===== config.mk =====
export PLATFORM = sky130hd
export DESIGN_NAME = rob_commit
export DESIGN_NICKNAME = d
export VERILOG_FILES = /design/src/rtl/rob_commit.sv
export SDC_FILE = /design/constraint.sdc
export NUM_CORES = 1
export LEC_CHECK = 0
export ABC_AREA = 1
export BUFFER_PORTS_ARGS = -buffer_cell sky130_fd_sc_hd__clkbuf_2
export CAP_MARGIN = 20
export CORE_ASPECT_RATIO = 0.5
export CORE_MARGIN = 5
export CORE_UTILIZATION = 40
export CTS_CLUSTER_DIAMETER = 120
export DETAILED_ROUTE_END_ITERATION = 10
export REMOVE_ABC_BUFFERS = 1
export SLEW_MARGIN = 10
export SYNTH_ARGS = -nofsm -noshare
export SYNTH_HDL_FRONTEND = slang
export SYNTH_SLANG_ARGS = --single-unit

===== constraint.sdc =====
create_clock -name clk_in -period 6.06 [get_ports clk_in]
set_input_delay 0.303 -clock clk_in [delete_from_list [all_inputs] [get_ports clk_in]]
set_output_delay 0.303 -clock clk_in [all_outputs]
set_load 0.01 [all_outputs]

===== src/rtl/rob_commit.sv =====
// Reorder buffer: allocates tags at dispatch, gathers out-of-order writebacks and
// retires entries strictly in program order onto the CDB feeding the register file.
module rob_commit #(
  parameter int unsigned DEPTH = 15,
  parameter int unsigned TAG_W = 4
) (
  input  logic             clk_in,
  input  logic             rst_in,
  input  logic             rdy_in,
  input  logic             alloc_valid,
  input  logic [4:0]       alloc_rd,
  input  logic [31:0]      alloc_pc,
  output logic             alloc_ready,
  output logic [TAG_W-1:0] alloc_tag,
  input  logic             wb_valid,
  input  logic [TAG_W-1:0] wb_tag,
  input  logic [31:0]      wb_val,
  input  logic             predict_fail,
  output logic             cdb_active,
  output logic [TAG_W-1:0] cdb_tag,
  output logic [31:0]      cdb_val,
  output logic [4:0]       cdb_rd_idx,
  output logic [31:0]      cdb_addr,
  output logic [TAG_W-1:0] count
);

  localparam int unsigned      IDX_W     = $clog2(DEPTH);
  localparam logic [TAG_W-1:0] FIRST_TAG = TAG_W'(1);
  localparam logic [TAG_W-1:0] LAST_TAG  = TAG_W'(DEPTH);

  logic [DEPTH-1:0] busy_q, busy_d;
  logic [DEPTH-1:0] done_q, done_d;
  logic [4:0]       rd_q  [DEPTH];
  logic [4:0]       rd_d  [DEPTH];
  logic [31:0]      pc_q  [DEPTH];
  logic [31:0]      pc_d  [DEPTH];
  logic [31:0]      val_q [DEPTH];
  logic [31:0]      val_d [DEPTH];

  logic [TAG_W-1:0] head_q, head_d;
  logic [TAG_W-1:0] tail_q, tail_d;
  logic [TAG_W-1:0] count_q, count_d;
  logic             cdb_active_q, cdb_active_d;
  logic [TAG_W-1:0] cdb_tag_q, cdb_tag_d;
  logic [31:0]      cdb_val_q, cdb_val_d;
  logic [4:0]       cdb_rd_idx_q, cdb_rd_idx_d;
  logic [31:0]      cdb_addr_q, cdb_addr_d;

  logic [IDX_W-1:0] head_idx, tail_idx, wb_idx;
  logic             wb_hit, do_alloc, do_commit;

  // Tags run 1..DEPTH; tag 0 is reserved for "no dependency".
  function automatic logic [TAG_W-1:0] next_tag(input logic [TAG_W-1:0] tag);
    return (tag == LAST_TAG) ? FIRST_TAG : tag + FIRST_TAG;
  endfunction

  assign head_idx    = IDX_W'(head_q - FIRST_TAG);
  assign tail_idx    = IDX_W'(tail_q - FIRST_TAG);
  assign wb_idx      = IDX_W'(wb_tag - FIRST_TAG);
  assign alloc_ready = (count_q < LAST_TAG);
  assign alloc_tag   = tail_q;

  assign cdb_active  = cdb_active_q;
  assign cdb_tag     = cdb_tag_q;
  assign cdb_val     = cdb_val_q;
  assign cdb_rd_idx  = cdb_rd_idx_q;
  assign cdb_addr    = cdb_addr_q;
  assign count       = count_q;

  // Next-state: flush dominates; otherwise writeback, alloc and commit act together.
  always_comb begin
    busy_d       = busy_q;
    done_d       = done_q;
    rd_d         = rd_q;
    pc_d         = pc_q;
    val_d        = val_q;
    head_d       = head_q;
    tail_d       = tail_q;
    count_d      = count_q;
    cdb_active_d = cdb_active_q;
    cdb_tag_d    = cdb_tag_q;
    cdb_val_d    = cdb_val_q;
    cdb_rd_idx_d = cdb_rd_idx_q;
    cdb_addr_d   = cdb_addr_q;
    wb_hit       = 1'b0;
    do_alloc     = 1'b0;
    do_commit    = 1'b0;
    if (rdy_in) begin
      if (predict_fail) begin
        busy_d       = '0;
        done_d       = '0;
        head_d       = FIRST_TAG;
        tail_d       = FIRST_TAG;
        count_d      = '0;
        cdb_active_d = 1'b0;
      end else begin
        wb_hit    = wb_valid && (wb_tag != '0) && (32'(wb_tag) <= DEPTH) && busy_q[wb_idx];
        do_alloc  = alloc_valid && alloc_ready;
        do_commit = busy_q[head_idx] && done_q[head_idx];
        if (wb_hit) begin
          done_d[wb_idx] = 1'b1;
          val_d[wb_idx]  = wb_val;
        end
        if (do_alloc) begin
          busy_d[tail_idx] = 1'b1;
          done_d[tail_idx] = 1'b0;
          rd_d[tail_idx]   = alloc_rd;
          pc_d[tail_idx]   = alloc_pc;
          tail_d           = next_tag(tail_q);
        end
        cdb_active_d = do_commit;
        // Commit reads registered entry state, so a same-cycle writeback is not visible here.
        if (do_commit) begin
          cdb_tag_d        = head_q;
          cdb_val_d        = val_q[head_idx];
          cdb_rd_idx_d     = rd_q[head_idx];
          cdb_addr_d       = pc_q[head_idx];
          busy_d[head_idx] = 1'b0;
          done_d[head_idx] = 1'b0;
          head_d           = next_tag(head_q);
        end
        if (do_alloc && !do_commit) begin
          count_d = count_q + FIRST_TAG;
        end else if (do_commit && !do_alloc) begin
          count_d = count_q - FIRST_TAG;
        end
      end
    end
  end

  always_ff @(posedge clk_in or posedge rst_in) begin
    if (rst_in) begin
      busy_q       <= '0;
      done_q       <= '0;
      head_q       <= FIRST_TAG;
      tail_q       <= FIRST_TAG;
      count_q      <= '0;
      cdb_active_q <= 1'b0;
      cdb_tag_q    <= '0;
      cdb_val_q    <= '0;
      cdb_rd_idx_q <= '0;
      cdb_addr_q   <= '0;
    end else begin
      busy_q       <= busy_d;
      done_q       <= done_d;
      head_q       <= head_d;
      tail_q       <= tail_d;
      count_q      <= count_d;
      cdb_active_q <= cdb_active_d;
      cdb_tag_q    <= cdb_tag_d;
      cdb_val_q    <= cdb_val_d;
      cdb_rd_idx_q <= cdb_rd_idx_d;
      cdb_addr_q   <= cdb_addr_d;
    end
  end

  // Payload storage is qualified by busy/done, so it needs no reset.
  always_ff @(posedge clk_in) begin
    rd_q  <= rd_d;
    pc_q  <= pc_d;
    val_q <= val_d;
  end

endmodule


# After elaboration in Yosys (flattened, before gate mapping)
# Index checks and enable logic that the tools add are counted.
# totals
mem_bits_ro	0
out_inout_bits	83
latchBits	0
ramBits	0
memories	0
regBits	1151
# op_classes
bitwise	11
n_reduce_logical	23
div_mod_pow	0
n_eq_ne	2
n_mux	53
mul	0
n_shift	0
add_sub_neg	7
order_cmp	12
# ops
operator	count
$bwmux W480	2
$bmux W32 S4	2
$demux W32 S4	2
$mux W15	13
$mux W32	6
$bwmux W75	1
$and A15 B15 Y15	3
$mux W4	9
$not A15 Y15	2
$or A15 B15 Y15	2
$bmux W5 S4	1
$demux W5 S4	1
$sub A4 B1 Y4 const B	4
$ge A5 B5 Y1 const B	3
$lt A4 B5 Y1 const B	3
$mux W5	3
$not A4 Y5	3
$add A4 B1 Y4 const B	3
$bmux W1 S4	3
$demux W1 S4	3
$ge A4 B1 Y1 const B	3
$logic_and A1 B1 Y1	11
$lt A5 B1 Y1 const B	2
$reduce_and A3 Y1	3
9 further kinds	20

# Logic depth before layout (Yosys ltp)
# Gate-level depths: netlist of the first run.
# logic_depth
word_depth	16
depth_mapped	26

# Worst setup path after synthesis of the first run
# OpenSTA, ideal clock, no wires.
# synth_path
path_kind	flip-flop to flip-flop
startpoint	reg count_q[0], in the netlist count[0]
endpoint	reg pc_q[0] in the netlist's numbering (enable)
required_ps	5583
period_less_slack_ps	4520
setup_ps	477
stages_incl_launch_ff	7
setup_slack_ps	1540
path_buffers	1
t_arrival_ps	4043
path_cell_list	dfrtp_1 > nand4_1 > nand2_1 > inv_1 > clkbuf_1 > nand2_1 > nor3_1
# synth_via
elab_chain_cells	3
# synth_rtl
item	line_no	rtl
start: declaration	42	logic [TAG_W-1:0] count_q, count_d;
start signal: assignment	148	count_q <= count_d;
$lt A4 B4 Y1	60	assign alloc_ready = (count_q < LAST_TAG);
net alloc_ready	13	output logic alloc_ready,
$logic_and A1 B1 Y1	98	do_alloc = alloc_valid && alloc_ready;
$reduce_and A3 Y1 (no source line)	--	
end signal: assignment	160	pc_q <= pc_d;
end: declaration	35	logic [31:0] pc_q [DEPTH];
# The timed path passes the listed nets, and every way through them passes these cells.
# A chain may end at the register's enable or synchronous reset.

# Worst setup path after layout of the first run
# layout_path
startpoint	reg head_q[0]
endpoint	reg head_q[1]
# layout_via
elab_chain_cells	6
word_cells_on_any_way	13
# layout_rtl
item	line_no	rtl
start: declaration	40	logic [TAG_W-1:0] head_q, head_d;
start signal: assignment	135	head_q <= FIRST_TAG;
start signal: assignment	146	head_q <= head_d;
$sub A4 B1 Y4	57	assign head_idx = IDX_W'(head_q - FIRST_TAG);
$bmux W1 S4	99	do_commit = busy_q[head_idx] && done_q[head_idx];
$mux W1 (implied by the code)	99	
$logic_and A1 B1 Y1	99	
$reduce_bool A2 Y1 (no source line)	--	
$reduce_and A2 Y1 (no source line)	--	
# Several ways; a longest one is shown, not always the timed one. The select of a mux whose other input is x is not followed.

==> results.toml, run 1 <==
[run_status]
outcome = "finished clean"

[die]
std_cell_rows = 87
die_x_um = 488
dieArea_um2 = 122000
floorplan.core_area_um2 = 113000
floorplan.initialDensity_pct = 40.4
die_height_um = 249
boundaryPins = 162

[power]
vdd_drop_max_mv = 0.670
internal_power_mw = 15.4
static-leakage-power_nw = 18.0
fin_total_pwr_mw = 25.0
p_seq_share_pct = 37.1
net_switching_mw = 9.62
combPwrFrac_pct = 36.1
clock_power_share_pct = 26.8
switching_part_of_the_total_pct = 38.5
pwr_density_cell_nw_per_um2 = 476

[critical_path]
highest_fanout_seen_on_the_critical_path = 172
rr_worst_depth = 13
critical_path.startpoint = "head_q[0]"
cp.required_ns = 6.61
path_class = "reg2reg"
critPathLaunchType = "flip-flop"
critPathArrivalTime_ns = 5.47
cp-end-kind = "flip-flop"
r2r-start = "head_q[0]"

[yosys]
yosys.cell_count.top_type = "sky130_fd_sc_hd__edfxtp_1"
post_synth_inst_count = 3712
ys_seq_area_share_pct = 74.3
synth_enable_flop_cells = 1035
synth.cell_area_um2 = 45700
count_of_distinct_cell_types_in_the_synthesized_netlist = 42
ranking_of_synthesized_cells_by_area = "sky130_fd_sc_hd__edfxtp_1 (68%), sky130_fd_sc_hd__o21ai_0 (6.4%), sky130_fd_sc_hd__dfrtp_1 (6.2%)"
top_flip_flop_cell_by_instance_count_after_synthesis = "sky130_fd_sc_hd__edfxtp_1"
synthesis.area_per_instance_um2 = 12.3
ys_seq_elements = 1151
synth.top_cells.by_count = "sky130_fd_sc_hd__edfxtp_1 (1,035), sky130_fd_sc_hd__o21ai_0 (581), sky130_fd_sc_hd__nand2_1 (551)"
post-synth-top-area-cell = "sky130_fd_sc_hd__edfxtp_1"
synth_top_cell_area_share_pct = 68.0
ys_async_sr_fraction_pct = 10.1
yosys_warnings = 0

[detailed_routing]
vias = 30100
detail_route.iter0.violations = 2865
postRouteWirelength_um = 122000
antenna_violating_nets_post_route = 0
drt_pass1_iterations = 5
wl_per_cell_um = 22.3
viasPerCell = 5.48
route.detailed.drc = 0

[place]
gp_congestion = 0.880
place_hpwl_um = 62800
post-place-ws_ns = 1.18
place.port_buffers = 161

[timing]
rsz0062_at_grt = "no"
setup_viol = 0
timing.slew.headroom_pct = 10.9
clock.fmax_ghz = 0.203
final_hold_viol_count = 0
final_period_minus_worst_setup_slack_ns = 4.91
slew_violations = 0
tightestPinTransition_ns = 1.34
worst_slack_ns = 1.15
min_period_over_period_pct = 81.1
skew_ns = 0.0161

[worst_hold_path]
hold_path_class = "in2reg"
min_from = "wb_val[9]"
whs_path_depth = 1

[layout]
syn_to_final_growth_pct = 14.8
final_net_count = 3982
drive_above_1_share_pct = 11.1

[clock_network]
tritoncts = "yes"
clk_pin_slew_ns = 0.07
cts_resized = 0
cts.root.buffer_cell = "sky130_fd_sc_hd__clkbuf_16"
cts-buffers-inserted = 107
cts_setup_buffers = 0
clock_sink_count = 1151
clk_path_buf_depth = 3
clock_latency_ns = 0.72
hold_buffers = 64
htreeDepth = 3

[run]
maxCapViolCount = 0

[global_route]
grt-ovfl-total = 0
grt_first_pass_wirelength_um = 185000
maximum_number_of_pins_on_one_net_before_global_route_repair = 228
grtUsageTotal_pct = 19.7
grt_antenna_before_repair = 4
grt_pass1_vias = 29400
critical path, cell delays in order, from the launching register on:
cell and delay [ns]:
sky130_fd_sc_hd__dfstp_4 1.05, sky130_fd_sc_hd__inv_16 0.32, sky130_fd_sc_hd__ha_4 0.55, sky130_fd_sc_hd__buf_4 0.76, sky130_fd_sc_hd__nand3_1 0.18, sky130_fd_sc_hd__nand3_1 0.11, sky130_fd_sc_hd__nand3_1 0.08, sky130_fd_sc_hd__nand2_1 0.14
sky130_fd_sc_hd__nor2_4 0.06, sky130_fd_sc_hd__nand2_4 0.16, sky130_fd_sc_hd__nor2_8 0.08, sky130_fd_sc_hd__inv_6 0.51, sky130_fd_sc_hd__buf_12 0.39, sky130_fd_sc_hd__o22ai_1 0.13
through the flow:
step                      utilization, %  area [um2]  hold slack (ns)  instances  setup TNS [ns]
after global placement              42.6       48200            0.466       5218               0
after CTS                           46.3       52400          0.00118       5488               0
final                               46.4       52500           0.0177       5493               0
after floorplan                        -       44700            0.402       3484        -1057.57
after global routing                46.4       52500           0.0100       5493               0
after detailed placement            42.7       48300            0.473       5222               0
sequential cells by signal, indices dropped and copies added, names as in the netlist:
name	flops
cdb_addr	32
busy_q	15
val_q	480
rd_q	75
pc_q	480
head_q	4
alloc_tag	4
cdb_active	1
done_q	15
count	4
cdb_tag	4
cdb_val	32
cdb_rd_idx	5
layer usage:
metal / GRT usage, % / share of wire [%] / vias to the layer above
li1: - / - / 13800
met1: 27.2 / 43 / 15100
met2: 32.5 / 48 / 994
met3: 3.13 / 5.9 / 208
met4: 5.81 / 2.6 / 4
met5: 0 / 0.022 / -
final cells by class:
type / instances / area [um2]
antenna: 2 / 5.00
clock buffer: 141 / 2940
clock inverter: 61 / 531
fill: 9934 / 60600
inverter: 81 / 335
multi-input combinational: 2252 / 10700
sequential: 1151 / 34000
tap: 1513 / 1890
timing repair buffer: 292 / 2110
kinds of logic after synthesis:
kind of cell	share of synthesized area, %
flops	74.3
compound gates	11.3
simple gates	11.0
buf+inv	2.82
fa+ha+maj	0.509
xor+xnor	0.112
path summary, 6_finish.rpt:
kind | to | slack [ns]
worst max-delay path | head_q[1] | 1.15
min in group asynchronous | cdb_val[2] | 0.35
worst min register to register | cdb_active | 0.48
worst min-delay path | val_q[265] | 0.02
worst max register to register | head_q[1] | 1.15
max in group asynchronous | cdb_addr[8] | 4.47
placed cells by master (no fill, tap or decap), types with 3 or more instances in the layout:
cell,n
sky130_fd_sc_hd__nor2_4,33
sky130_fd_sc_hd__clkinvlp_4,3
sky130_fd_sc_hd__o21ai_2,3
sky130_fd_sc_hd__clkbuf_1,25
sky130_fd_sc_hd__dfrtp_1,114
sky130_fd_sc_hd__inv_1,75
sky130_fd_sc_hd__inv_16,3
sky130_fd_sc_hd__inv_6,4
sky130_fd_sc_hd__o22ai_1,211
sky130_fd_sc_hd__nand2_1,551
sky130_fd_sc_hd__clkbuf_8,5
sky130_fd_sc_hd__clkbuf_16,111
sky130_fd_sc_hd__bufinv_16,8
sky130_fd_sc_hd__ha_1,16
sky130_fd_sc_hd__buf_12,8
sky130_fd_sc_hd__edfxtp_1,1035
sky130_fd_sc_hd__nor3_2,4
sky130_fd_sc_hd__a21oi_1,85
sky130_fd_sc_hd__dlygate4sd3_1,64
sky130_fd_sc_hd__xor2_1,3
sky130_fd_sc_hd__clkbuf_2,161
sky130_fd_sc_hd__buf_16,3
sky130_fd_sc_hd__o21bai_1,4
sky130_fd_sc_hd__nor2_1,520
sky130_fd_sc_hd__a22oi_1,5
sky130_fd_sc_hd__nand3_1,139
sky130_fd_sc_hd__buf_4,56
sky130_fd_sc_hd__nor3_1,3
sky130_fd_sc_hd__clkinv_2,26
sky130_fd_sc_hd__o21ai_0,581
sky130_fd_sc_hd__o21ai_1,72
sky130_fd_sc_hd__clkinv_1,19
power groups by stage:
stage,logic [mW],registers [mW],clock network [mW]
global placement,8.78,9.43,0
floorplan,5.46,9.71,0
finish,9.01,9.28,6.71
global route,9.99,9.31,7.16
CTS,9.01,9.27,6.81
detailed placement,8.94,9.44,0
Power figures use the tool's default switching activity.
==> inputs of run 2 (changes only) <==
Clock period 6.06 ns to 5.1 ns, I/O delays scaled along.
==> results.toml, run 2 (synthesized netlist as in run 1, its figures left out) <==
[detailed_routing]
vias = 29800
postRouteWirelength_um = 120000
detail_route.iter0.violations = 2884
route.detailed.drc = 0
wl_per_cell_um = 21.8
drt_pass1_iterations = 7
viasPerCell = 5.41
antenna_violating_nets_post_route = 0

[critical_path]
critPathLaunchType = "flip-flop"
critPathArrivalTime_ns = 4.36
r2r-start = "head_q[0]"
highest_fanout_seen_on_the_critical_path = 146
cp.required_ns = 5.69
cp-end-kind = "flip-flop"
path_class = "reg2reg"
critical_path.startpoint = "head_q[0]"

[worst_hold_path]
min_from = "wb_val[29]"
hold_path_class = "in2reg"

[timing]
rsz0062_at_grt = "no"
worst_slack_ns = 1.32
tightestPinTransition_ns = 1.45
setup_total_neg_slack_ns = 0
clock.fmax_ghz = 0.265
timing.slew.headroom_pct = 3.65
skew_ns = 0.0161
slew_violations = 0
fin_hold_ws_ns = 0.0606
setup_viol = 0
final_period_minus_worst_setup_slack_ns = 3.78
final_hold_viol_count = 0
min_period_over_period_pct = 74.0

[place]
place_hpwl_um = 61500
post-place-ws_ns = 1.19
gp_congestion = 0.893
place.port_buffers = 161

[clock_network]
cts_setup_buffers = 0
tritoncts = "yes"
clk_pin_slew_ns = 0.07
cts.root.buffer_cell = "sky130_fd_sc_hd__clkbuf_16"
clock_latency_ns = 0.71
clock_sink_count = 1151
cts-buffers-inserted = 105
htreeDepth = 3
clk_path_buf_depth = 3

[power]
p_seq_share_pct = 37.1
switching_part_of_the_total_pct = 38.4
static-leakage-power_nw = 18.0
vdd_drop_max_mv = 0.492
clock_power_share_pct = 26.2
internal_power_mw = 18.2
pwr_density_cell_nw_per_um2 = 562
combPwrFrac_pct = 36.7
net_switching_mw = 11.3

[layout]
final_util_pct = 46.4
antenna_cells = 0
drive_above_1_share_pct = 11.4
mostFrequentLayoutCell = "sky130_fd_sc_hd__edfxtp_1"
layout.cells.most_common_list = "sky130_fd_sc_hd__edfxtp_1 (1,035), sky130_fd_sc_hd__o21ai_0 (581), sky130_fd_sc_hd__nand2_1 (551)"
top_regs = "pc_q x480, val_q x480, rd_q x75"
fillCellCount = 10000
final_net_count = 3994
syn_to_final_growth_pct = 14.8

[die]
floorplan.initialDensity_pct = 40.4
boundaryPins = 162
die_x_um = 488
std_cell_rows = 87
floorplan.core_area_um2 = 113000
dieArea_um2 = 122000
die_height_um = 249

[global_route]
grt_first_pass_wirelength_um = 180000
grtUsageTotal_pct = 19.2
grt-ovfl-total = 0
maximum_number_of_pins_on_one_net_before_global_route_repair = 262
grt_pass1_vias = 28500
grt_antenna_before_repair = 2

[run_status]
outcome = "finished clean"

[run]
maxCapViolCount = 0
[run 2: cell count changes in the layout (fill, tap and decap cells not counted), moves of 3 or more]
| cell | before | now |
|---|---|---|
| sky130_fd_sc_hd__buf_4 | 56 | 64 |
| sky130_fd_sc_hd__clkbuf_1 | 25 | 17 |
| sky130_fd_sc_hd__clkbuf_16 | 111 | 106 |
| sky130_fd_sc_hd__clkinv_2 | 26 | 29 |
| sky130_fd_sc_hd__clkinv_8 | 0 | 3 |
| sky130_fd_sc_hd__dlygate4sd3_1 | 64 | 71 |
[run 2: final cells by class]
cell class	instances	area [um2]	share of cell area (%)
clock inverters	67	572	1.09
well taps	1513	1890	3.61
inverters	81	335	0.639
multi-input cells	2252	10700	20.4
flip-flops and latches	1151	34000	64.7
clock buffers	129	2800	5.33
repair buffers	306	2210	4.21
[run 2: what timing repair did]
action,4_1_cts,5_1_grt
hold buffers,71,0
resized for setup,0,0
endpoints found under the hold margin,1078,0
[run 2: per-layer routing]
layer,global-route usage (%),wire [um],up-vias
met5,0,27,-
met3,3.12,7380,173
met1,26.5,51500,14900
met4,4.81,2520,4
li1,-,-,13800
met2,31.9,58400,943
[run 2: critical path: stages, from the launching register on]
cell                      delay [ns]
sky130_fd_sc_hd__dfstp_4        0.69
sky130_fd_sc_hd__inv_16         0.12
sky130_fd_sc_hd__ha_4           0.44
sky130_fd_sc_hd__buf_4          0.53
sky130_fd_sc_hd__nor2_4         0.08
sky130_fd_sc_hd__nand2_1        0.11
sky130_fd_sc_hd__nand2_1        0.06
sky130_fd_sc_hd__nand2_1        0.06
sky130_fd_sc_hd__nand2_1        0.05
sky130_fd_sc_hd__nand2_1        0.05
sky130_fd_sc_hd__nand2_1        0.11
sky130_fd_sc_hd__nand2_4        0.21
sky130_fd_sc_hd__nand2_4        0.10
sky130_fd_sc_hd__ha_1           0.34
sky130_fd_sc_hd__a21oi_1        0.13
sky130_fd_sc_hd__nand2_1        0.07
sky130_fd_sc_hd__xor2_1         0.16
sky130_fd_sc_hd__inv_1          0.05
sky130_fd_sc_hd__nand3_1        0.07
sky130_fd_sc_hd__nand2_1        0.06
sky130_fd_sc_hd__nand3_1        0.06
sky130_fd_sc_hd__nand2_1        0.05
[run 2: metrics by stage]
step	std cells	total power, mW	instance area, um2
global route	5499	31.3	52500
finish	5499	29.5	52500
floorplan	3484	18.3	44700
global placement	5230	21.7	48400
detailed placement	5230	21.9	48400
CTS	5497	29.7	52400
[run 2: worst paths after layout]
path	end	slack (ns)	cells after the start
worst min-delay path	val_q[29]	0.06	1
min in group asynchronous	cdb_rd_idx[0]	0.19	3
worst max register to register	count[3]	1.32	21
worst min register to register	cdb_active	0.48	2
max in group asynchronous	cdb_addr[10]	3.73	4
worst max-delay path	count[3]	1.32	21
[run 2: power by group through the flow]
stage	sequential [mW]	combinational, mW	clock, mW
4_1_cts	10.9	10.8	7.89
2_1_floorplan	11.5	6.74	0
6_report	10.9	10.8	7.74
3_3_place_gp	11.1	10.6	0
3_5_place_dp	11.1	10.7	0
5_1_grt	11.0	12.0	8.31
